**src/rtl/cavenger_input_pkg.sv**
```systemverilog
// Shared scancodes, joystick bit positions and coin FSM types for the
// Cosmic Avenger input-conditioning stage.
package cavenger_input_pkg;

    localparam logic [7:0] SC_P1_UP     = 8'h75;
    localparam logic [7:0] SC_P1_DOWN   = 8'h72;
    localparam logic [7:0] SC_P1_LEFT   = 8'h6B;
    localparam logic [7:0] SC_P1_RIGHT  = 8'h74;
    localparam logic [7:0] SC_P1_FIRE   = 8'h14;
    localparam logic [7:0] SC_P1_BOMB   = 8'h29;
    localparam logic [7:0] SC_P2_UP     = 8'h2D;
    localparam logic [7:0] SC_P2_DOWN   = 8'h2B;
    localparam logic [7:0] SC_P2_LEFT   = 8'h23;
    localparam logic [7:0] SC_P2_RIGHT  = 8'h34;
    localparam logic [7:0] SC_P2_FIRE   = 8'h1C;
    localparam logic [7:0] SC_P2_BOMB   = 8'h1B;
    localparam logic [7:0] SC_START1_A  = 8'h05;
    localparam logic [7:0] SC_START1_B  = 8'h16;
    localparam logic [7:0] SC_START2_A  = 8'h06;
    localparam logic [7:0] SC_START2_B  = 8'h1E;
    localparam logic [7:0] SC_COIN_A    = 8'h2E;
    localparam logic [7:0] SC_COIN_B    = 8'h36;

    localparam int JB_RIGHT  = 0;
    localparam int JB_LEFT   = 1;
    localparam int JB_DOWN   = 2;
    localparam int JB_UP     = 3;
    localparam int JB_FIRE   = 4;
    localparam int JB_BOMB   = 5;
    localparam int JB_START1 = 6;
    localparam int JB_START2 = 7;

    typedef enum logic [1:0] {IDLE, PULSE, HOLDOFF} coin_state_t;

    // Keyboard-held state; [0] player 1, [1] player 2 for the paired fields.
    typedef struct packed {
        logic [1:0] up;
        logic [1:0] down;
        logic [1:0] left;
        logic [1:0] right;
        logic [1:0] fire;
        logic [1:0] bomb;
        logic       start1;
        logic       start2;
        logic       coin;
    } keys_t;

    // Menu lives setting to the core's DIP encoding (3/4/5/2 lives).
    function automatic logic [1:0] lives_code(input logic [1:0] lives);
        case (lives)
            2'd0:    lives_code = 2'b00;
            2'd1:    lives_code = 2'b11;
            2'd2:    lives_code = 2'b10;
            default: lives_code = 2'b01;
        endcase
    endfunction

endpackage

```
**src/rtl/cavenger_coin_pulse.sv**
```systemverilog
// Coin shaper: a fresh request edge in IDLE yields a COIN_PULSE-cycle active
// window followed by COIN_HOLDOFF dead cycles; edges seen while busy are dropped.
module cavenger_coin_pulse
    import cavenger_input_pkg::*;
#(
    parameter int COIN_PULSE   = 2_000_000,
    parameter int COIN_HOLDOFF = 2_000_000
) (
    input  logic clk_sys,
    input  logic RESET,
    input  logic coin_req_i,
    output logic coin_act_o
);
    localparam int MAXC = (COIN_PULSE > COIN_HOLDOFF) ? COIN_PULSE : COIN_HOLDOFF;
    localparam int CW   = (MAXC > 1) ? $clog2(MAXC) : 1;

    coin_state_t   state_q, state_d;
    logic [CW-1:0] cnt_q, cnt_d;
    logic          req_q;
    logic          req_rise;

    assign req_rise = coin_req_i & ~req_q;

    always_ff @(posedge clk_sys) begin
        if (RESET) begin
            state_q <= IDLE;
            cnt_q   <= '0;
            req_q   <= 1'b0;
        end else begin
            state_q <= state_d;
            cnt_q   <= cnt_d;
            req_q   <= coin_req_i;
        end
    end

    // Counter only loads or decrements from non-zero, so it never wraps.
    always_comb begin
        state_d = state_q;
        cnt_d   = cnt_q;
        case (state_q)
            IDLE: begin
                if (req_rise) begin
                    state_d = PULSE;
                    cnt_d   = CW'(COIN_PULSE - 1);
                end
            end
            PULSE: begin
                if (cnt_q == '0) begin
                    state_d = HOLDOFF;
                    cnt_d   = CW'(COIN_HOLDOFF - 1);
                end else begin
                    cnt_d = cnt_q - CW'(1);
                end
            end
            HOLDOFF: begin
                if (cnt_q == '0) state_d = IDLE;
                else             cnt_d   = cnt_q - CW'(1);
            end
            default: state_d = IDLE;
        endcase
    end

    always_comb begin
        coin_act_o = (state_q == PULSE);
    end

endmodule

```
**src/rtl/cavenger_input.sv**
```systemverilog
// Input conditioning ahead of the ladybug core: PS/2 key decode, joystick merge,
// DIP byte and coin shaping. Define CAVENGER_COIN_STRETCH_EN for fixed-length coin pulses.
module cavenger_input
    import cavenger_input_pkg::*;
#(
    parameter int COIN_PULSE   = 2_000_000,
    parameter int COIN_HOLDOFF = 2_000_000
) (
    input  logic        clk_sys,
    input  logic        RESET,
    input  logic [10:0] ps2_key,
    input  logic [15:0] joystick_0,
    input  logic [15:0] joystick_1,
    input  logic [1:0]  difficulty,
    input  logic [1:0]  lives,
    input  logic        cabinet,
    output logic [1:0]  but_coin_s,
    output logic [1:0]  but_fire_s,
    output logic [1:0]  but_bomb_s,
    output logic [1:0]  but_tilt_s,
    output logic [1:0]  but_select_s,
    output logic [1:0]  but_up_s,
    output logic [1:0]  but_down_s,
    output logic [1:0]  but_left_s,
    output logic [1:0]  but_right_s,
    output logic [7:0]  dip_block_1_s
);
    logic       ev_q;
    keys_t      keys_q, keys_d;
    logic       ps2_ev;
    logic       pressed;
    logic       ext;
    logic [7:0] code;

    logic [1:0] up_m, down_m, left_m, right_m, fire_m, bomb_m, select_m;
    logic       coin_req;
    logic       coin_n;

    logic [1:0] up_q, down_q, left_q, right_q, fire_q, bomb_q, select_q;
    logic       coin_q;
    logic [7:0] dip_q;

    logic       unused_joy;

    assign ps2_ev  = ps2_key[10] ^ ev_q;
    assign pressed = ps2_key[9];
    assign ext     = ps2_key[8];
    assign code    = ps2_key[7:0];

    // Arrow keys are accepted with or without the E0 prefix; everything else must be plain.
    always_comb begin
        keys_d = keys_q;
        if (ps2_ev) begin
            case (code)
                SC_P1_UP:    keys_d.up[0]    = pressed;
                SC_P1_DOWN:  keys_d.down[0]  = pressed;
                SC_P1_LEFT:  keys_d.left[0]  = pressed;
                SC_P1_RIGHT: keys_d.right[0] = pressed;
                default: ;
            endcase
            if (!ext) begin
                case (code)
                    SC_P1_FIRE:               keys_d.fire[0]  = pressed;
                    SC_P1_BOMB:               keys_d.bomb[0]  = pressed;
                    SC_P2_UP:                 keys_d.up[1]    = pressed;
                    SC_P2_DOWN:               keys_d.down[1]  = pressed;
                    SC_P2_LEFT:               keys_d.left[1]  = pressed;
                    SC_P2_RIGHT:              keys_d.right[1] = pressed;
                    SC_P2_FIRE:               keys_d.fire[1]  = pressed;
                    SC_P2_BOMB:               keys_d.bomb[1]  = pressed;
                    SC_START1_A, SC_START1_B: keys_d.start1   = pressed;
                    SC_START2_A, SC_START2_B: keys_d.start2   = pressed;
                    SC_COIN_A, SC_COIN_B:     keys_d.coin     = pressed;
                    default: ;
                endcase
            end
        end
    end

    assign up_m     = keys_q.up    | {joystick_1[JB_UP],    joystick_0[JB_UP]};
    assign down_m   = keys_q.down  | {joystick_1[JB_DOWN],  joystick_0[JB_DOWN]};
    assign left_m   = keys_q.left  | {joystick_1[JB_LEFT],  joystick_0[JB_LEFT]};
    assign right_m  = keys_q.right | {joystick_1[JB_RIGHT], joystick_0[JB_RIGHT]};
    assign fire_m   = keys_q.fire  | {joystick_1[JB_FIRE],  joystick_0[JB_FIRE]};
    assign bomb_m   = keys_q.bomb  | {joystick_1[JB_BOMB],  joystick_0[JB_BOMB]};

    // Either stick's start button drives the shared start inputs.
    assign select_m[0] = keys_q.start1 | joystick_0[JB_START1] | joystick_1[JB_START1];
    assign select_m[1] = keys_q.start2 | joystick_0[JB_START2] | joystick_1[JB_START2];
    assign coin_req    = keys_q.coin | (|select_m);

    assign unused_joy = ^{joystick_0[15:8], joystick_1[15:8]};

`ifdef CAVENGER_COIN_STRETCH_EN
    logic coin_act;

    cavenger_coin_pulse #(
        .COIN_PULSE   (COIN_PULSE),
        .COIN_HOLDOFF (COIN_HOLDOFF)
    ) u_coin (
        .clk_sys    (clk_sys),
        .RESET      (RESET),
        .coin_req_i (coin_req),
        .coin_act_o (coin_act)
    );

    assign coin_n = ~coin_act;
`else
    logic unused_params;

    assign unused_params = ^{COIN_PULSE, COIN_HOLDOFF};
    assign coin_n        = ~coin_req;
`endif

    always_ff @(posedge clk_sys) begin
        ev_q <= ps2_key[10];
        if (RESET) begin
            keys_q   <= '0;
            up_q     <= 2'b11;
            down_q   <= 2'b11;
            left_q   <= 2'b11;
            right_q  <= 2'b11;
            fire_q   <= 2'b11;
            bomb_q   <= 2'b11;
            select_q <= 2'b11;
            coin_q   <= 1'b1;
            dip_q    <= 8'hFF;
        end else begin
            keys_q   <= keys_d;
            up_q     <= ~up_m;
            down_q   <= ~down_m;
            left_q   <= ~left_m;
            right_q  <= ~right_m;
            fire_q   <= ~fire_m;
            bomb_q   <= ~bomb_m;
            select_q <= ~select_m;
            coin_q   <= coin_n;
            dip_q    <= {~lives_code(lives), 2'b11, cabinet, 1'b0, ~difficulty};
        end
    end

    assign but_coin_s    = {1'b1, coin_q};
    assign but_fire_s    = fire_q;
    assign but_bomb_s    = bomb_q;
    assign but_tilt_s    = 2'b11;
    assign but_select_s  = select_q;
    assign but_up_s      = up_q;
    assign but_down_s    = down_q;
    assign but_left_s    = left_q;
    assign but_right_s   = right_q;
    assign dip_block_1_s = dip_q;

endmodule

```
**config.mk**
```make
export PLATFORM = sky130hd
export DESIGN_NAME = cavenger_input
export DESIGN_NICKNAME = d
export VERILOG_FILES = /design/src/rtl/cavenger_input_pkg.sv /design/src/rtl/cavenger_coin_pulse.sv /design/src/rtl/cavenger_input.sv
export SDC_FILE = /design/constraint.sdc
export NUM_CORES = 1
export LEC_CHECK = 0
export BUFFER_PORTS_ARGS = -buffer_cell sky130_fd_sc_hd__buf_4
export CAP_MARGIN = 10
export CORE_ASPECT_RATIO = 1.4
export CORE_MARGIN = 1
export CORE_UTILIZATION = 44
export CTS_BUF_LIST = sky130_fd_sc_hd__clkbuf_16
export DETAILED_ROUTE_END_ITERATION = 7
export HOLD_SLACK_MARGIN = 0.03
export PLACE_DENSITY = 0.78
export SLEW_MARGIN = 0
export SYNTH_ARGS = -nofsm -noshare
export SYNTH_HDL_FRONTEND = slang
export SYNTH_SLANG_ARGS = --single-unit
```
**constraint.sdc**
```tcl
create_clock -name clk_sys -period 1.6 [get_ports clk_sys]
set_input_delay 0.16 -clock clk_sys [delete_from_list [all_inputs] [get_ports clk_sys]]
set_output_delay 0.16 -clock clk_sys [all_outputs]
set_load 0.02 [all_outputs]
```
==> impl_metrics.env <==
export IMPL_synth_compound_area_share=0.0838
export IMPL_yosys_warnings=0
export IMPL_rrSetupSlack_ps=190
export IMPL_holdBufCountCts=1
export IMPL_dieArea_um2=3630
export IMPL_drv_slew=0
export IMPL_cpPeakStageDelay_ps=380
export IMPL_drt_iter0_drc=17
export IMPL_post_route_drc_count=0
export IMPL_irDropWorstVdd_mv=0.817
export IMPL_status="finished clean"
export IMPL_maxCapViolCount=0
export IMPL_muxShareOfSynthArea=0.0939
export IMPL_finalSetupViolCount=0
export IMPL_p_per_area_nw_per_um2=1110
export IMPL_period_share=0.884
export IMPL_post_route_cells_drive_above_1_share=0.347
export IMPL_min_from="joystick_1[2]"
export IMPL_clkTransAtPathRegs_ps=50
export IMPL_ios=76
export IMPL_synthFlopType="dfxtp_1"
export IMPL_die_h_um=70.9
export IMPL_vias=1167
export IMPL_path_class="reg -> reg"
export IMPL_synth_top_area_frac=0.496
export IMPL_finalCriticalPeriod_ps=1410
export IMPL_power_uw=2290
export IMPL_worstSkewPairLatency_ps=270
export IMPL_grt_first_pass_wirelength_um=4940
export IMPL_antenna_found_initial=0
export IMPL_combPwrFrac=0.111
export IMPL_crit_buf_inv=0
export IMPL_nets=250
export IMPL_area_growth_pct=38.6
export IMPL_critical_path_endpoint_type="flip-flop"
export IMPL_cts_tree="yes"
export IMPL_hpwlAfterDp_um=2290
export IMPL_place_area_um2=1890
export IMPL_post_cts_resized=0
export IMPL_synth_edf_count=0
export IMPL_gp_congestion=0.747
export IMPL_cts_root_buf="clkbuf_16"
export IMPL_total_leakage_power_uw=0.000990
export IMPL_synth_top_family_by_area="simple AND/OR/NAND/NOR gates"
export IMPL_p_seq_frac=0.421
export IMPL_clkPwrFrac=0.469
export IMPL_hold_class="in -> reg"
export IMPL_dr_pass1_iters=4
export IMPL_p_int_uw=1810
export IMPL_synth_simple_gate_area_share=0.236
export IMPL_synth_xor_area_frac=0.0168
export IMPL_grt_overflow=0
export IMPL_cts_sinks=37
export IMPL_synth_area_leader_cell="dfxtp_1"
export IMPL_viasPerCell=4.90
export IMPL_post_cts_buffers=0
export IMPL_clk_path_buf_depth=2
export IMPL_crit_path_top_delay_cell="and4b_1"
export IMPL_r2r_start="ev_q"
export IMPL_max_freq_mhz=707
export IMPL_numCtsBuffers=5
export IMPL_die_w_um=51.2
export IMPL_portBuffers=54
export IMPL_num_rows=24
export IMPL_crit_fanout=6
export IMPL_syn_avg_cell_area_um2=10.4
export IMPL_cp_arrival_ps=1560
export IMPL_final_setup_skew_ps=2.34
export IMPL_startpoint_type="flip-flop"
export IMPL_yosysUniqueCellTypes=31
export IMPL_min_to="but_down_s[1]"
export IMPL_core_um2=3180
export IMPL_cp_top_family="simple AND/OR/NAND/NOR gates"
export IMPL_path_cells="xor2_2, and4b_1, nand4_1, mux2i_1"
export IMPL_stdcell_area_um2=2070
export IMPL_grt_usage=0.184
export IMPL_grt_max_degree=38
export IMPL_rsz0062_at_grt="false"
export IMPL_setup_tns_ps=0
export IMPL_wl_per_cell_um=12.9
export IMPL_synth_area_top_cells="dfxtp_1 50%, mux2i_1 9.4%, o21bai_1 7.0%"
export IMPL_syn_inst=144
export IMPL_hold_viol=0
export IMPL_routed_wl_um=3070
export IMPL_ant_nets=0
export IMPL_holdPathStages=2
export IMPL_synth_area_um2=1490
export IMPL_power_switching_uw=479
export IMPL_yosys_area_share_adder=0.0168
export IMPL_fillers=272
export IMPL_antenna_diode_count=0
export IMPL_swShare=0.209
export IMPL_async_reset_ff_frac=0
export IMPL_start_util=0.469
export IMPL_ys_seq_area_frac=0.496
export IMPL_grt_pass1_vias=1161
export IMPL_worstPathRequired_ps=1740
export IMPL_r2r_cells=4
export IMPL_r2r_end="keys_q[3]"
export IMPL_htreeDepth=2
export IMPL_ys_seq_elements=37
[worst max path at each step]
stage	to	slack, ps	startpoint	cells past startpoint
floorplan	keys_q[14]	390	ev_q	5
global placement	keys_q[3]	220	ev_q	4
detailed placement	keys_q[3]	190	ev_q	4
CTS	keys_q[3]	170	ev_q	4
global route	keys_q[3]	60	ev_q	4
finish	keys_q[3]	190	ev_q	4
[layout by cell type, fill, tap and decap left out, types with 4 or more instances in the layout]
| cell type | instances |
|---|---|
| mux2i_1 | 14 |
| dfxtp_1 | 37 |
| o21bai_1 | 14 |
| nand2_1 | 6 |
| clkbuf_16 | 5 |
| or2_2 | 4 |
| nand4_1 | 6 |
| nor2_1 | 6 |
| buf_4 | 55 |
| nand2b_1 | 15 |
| conb_1 | 5 |
[power groups by stage]
stage | clock (uW) | sequential (uW) | combinational (uW)
2_1_floorplan | 0 | 1020 | 94.9
3_3_place_gp | 0 | 982 | 244
3_5_place_dp | 0 | 983 | 253
4_1_cts | 1090 | 964 | 255
5_1_grt | 1130 | 966 | 273
6_report | 1070 | 963 | 253
[final cells by class]
cell class | instances | area (um^2) | share of cell area
clock buffer | 5 | 125 | 0.0605
clock inverter | 3 | 41.3 | 0.0200
inverter | 1 | 3.75 | 0.00181
multi-input combinational | 97 | 686 | 0.332
sequential | 37 | 741 | 0.358
tap | 39 | 48.8 | 0.0236
timing repair buffer | 56 | 423 | 0.204
[metrics by stage]
| step | util | std cells | setup WS [ps] | hold WS (ps) |
|---|---|---|---|---|
| 2_1_floorplan | - | 148 | 393 | 188 |
| 3_3_place_gp | 0.594 | 229 | 224 | 292 |
| 3_5_place_dp | 0.594 | 229 | 192 | 293 |
| 4_1_cts | 0.650 | 238 | 171 | 52.1 |
| 5_1_grt | 0.650 | 238 | 62.9 | 49.0 |
| 6_report | 0.650 | 238 | 186 | 54.8 |
[cell families after synthesis]
| logic type | after synthesis |
|---|---|
| AOI/OAI and AO/OA | 17 |
| xor gates and xnor gates | 2 |
| adders and majority gates | 2 |
| buffers and inverters | 14 |
| DFF | 37 |
| muxes | 14 |
| other | 1 |
| and+or+nand+nor | 57 |
[flip-flops by register name, summed over array words and instances (netlist names)]
signal,count
dip_block_1_s,6
but_bomb_s,2
but_left_s,2
but_up_s,2
coin_q,1
but_right_s,2
but_fire_s,2
keys_q,15
but_select_s,2
ev_q,1
but_down_s,2
[metal layers]
layer | global-route usage | up-vias | wire length [um] | part of all wire
met5 | 0 | - | 0 | 0
met4 | 0.105 | 0 | 76 | 0.025
met3 | 0.0409 | 8 | 150 | 0.049
li1 | - | 586 | - | -
met2 | 0.341 | 39 | 1700 | 0.55
met1 | 0.181 | 534 | 1150 | 0.37
[cells in the mapped netlist (3+ instances only)]
| master | count |
|---|---|
| and4b_1 | 3 |
| buf_4 | 7 |
| clkbuf_1 | 4 |
| dfxtp_1 | 37 |
| mux2i_1 | 14 |
| nand2_1 | 6 |
| nand2b_1 | 15 |
| nand4_1 | 6 |
| nor2_1 | 6 |
| nor2b_1 | 3 |
| o21bai_1 | 14 |
| or2_2 | 4 |
No activity file was read; power rests on OpenSTA's default activity.
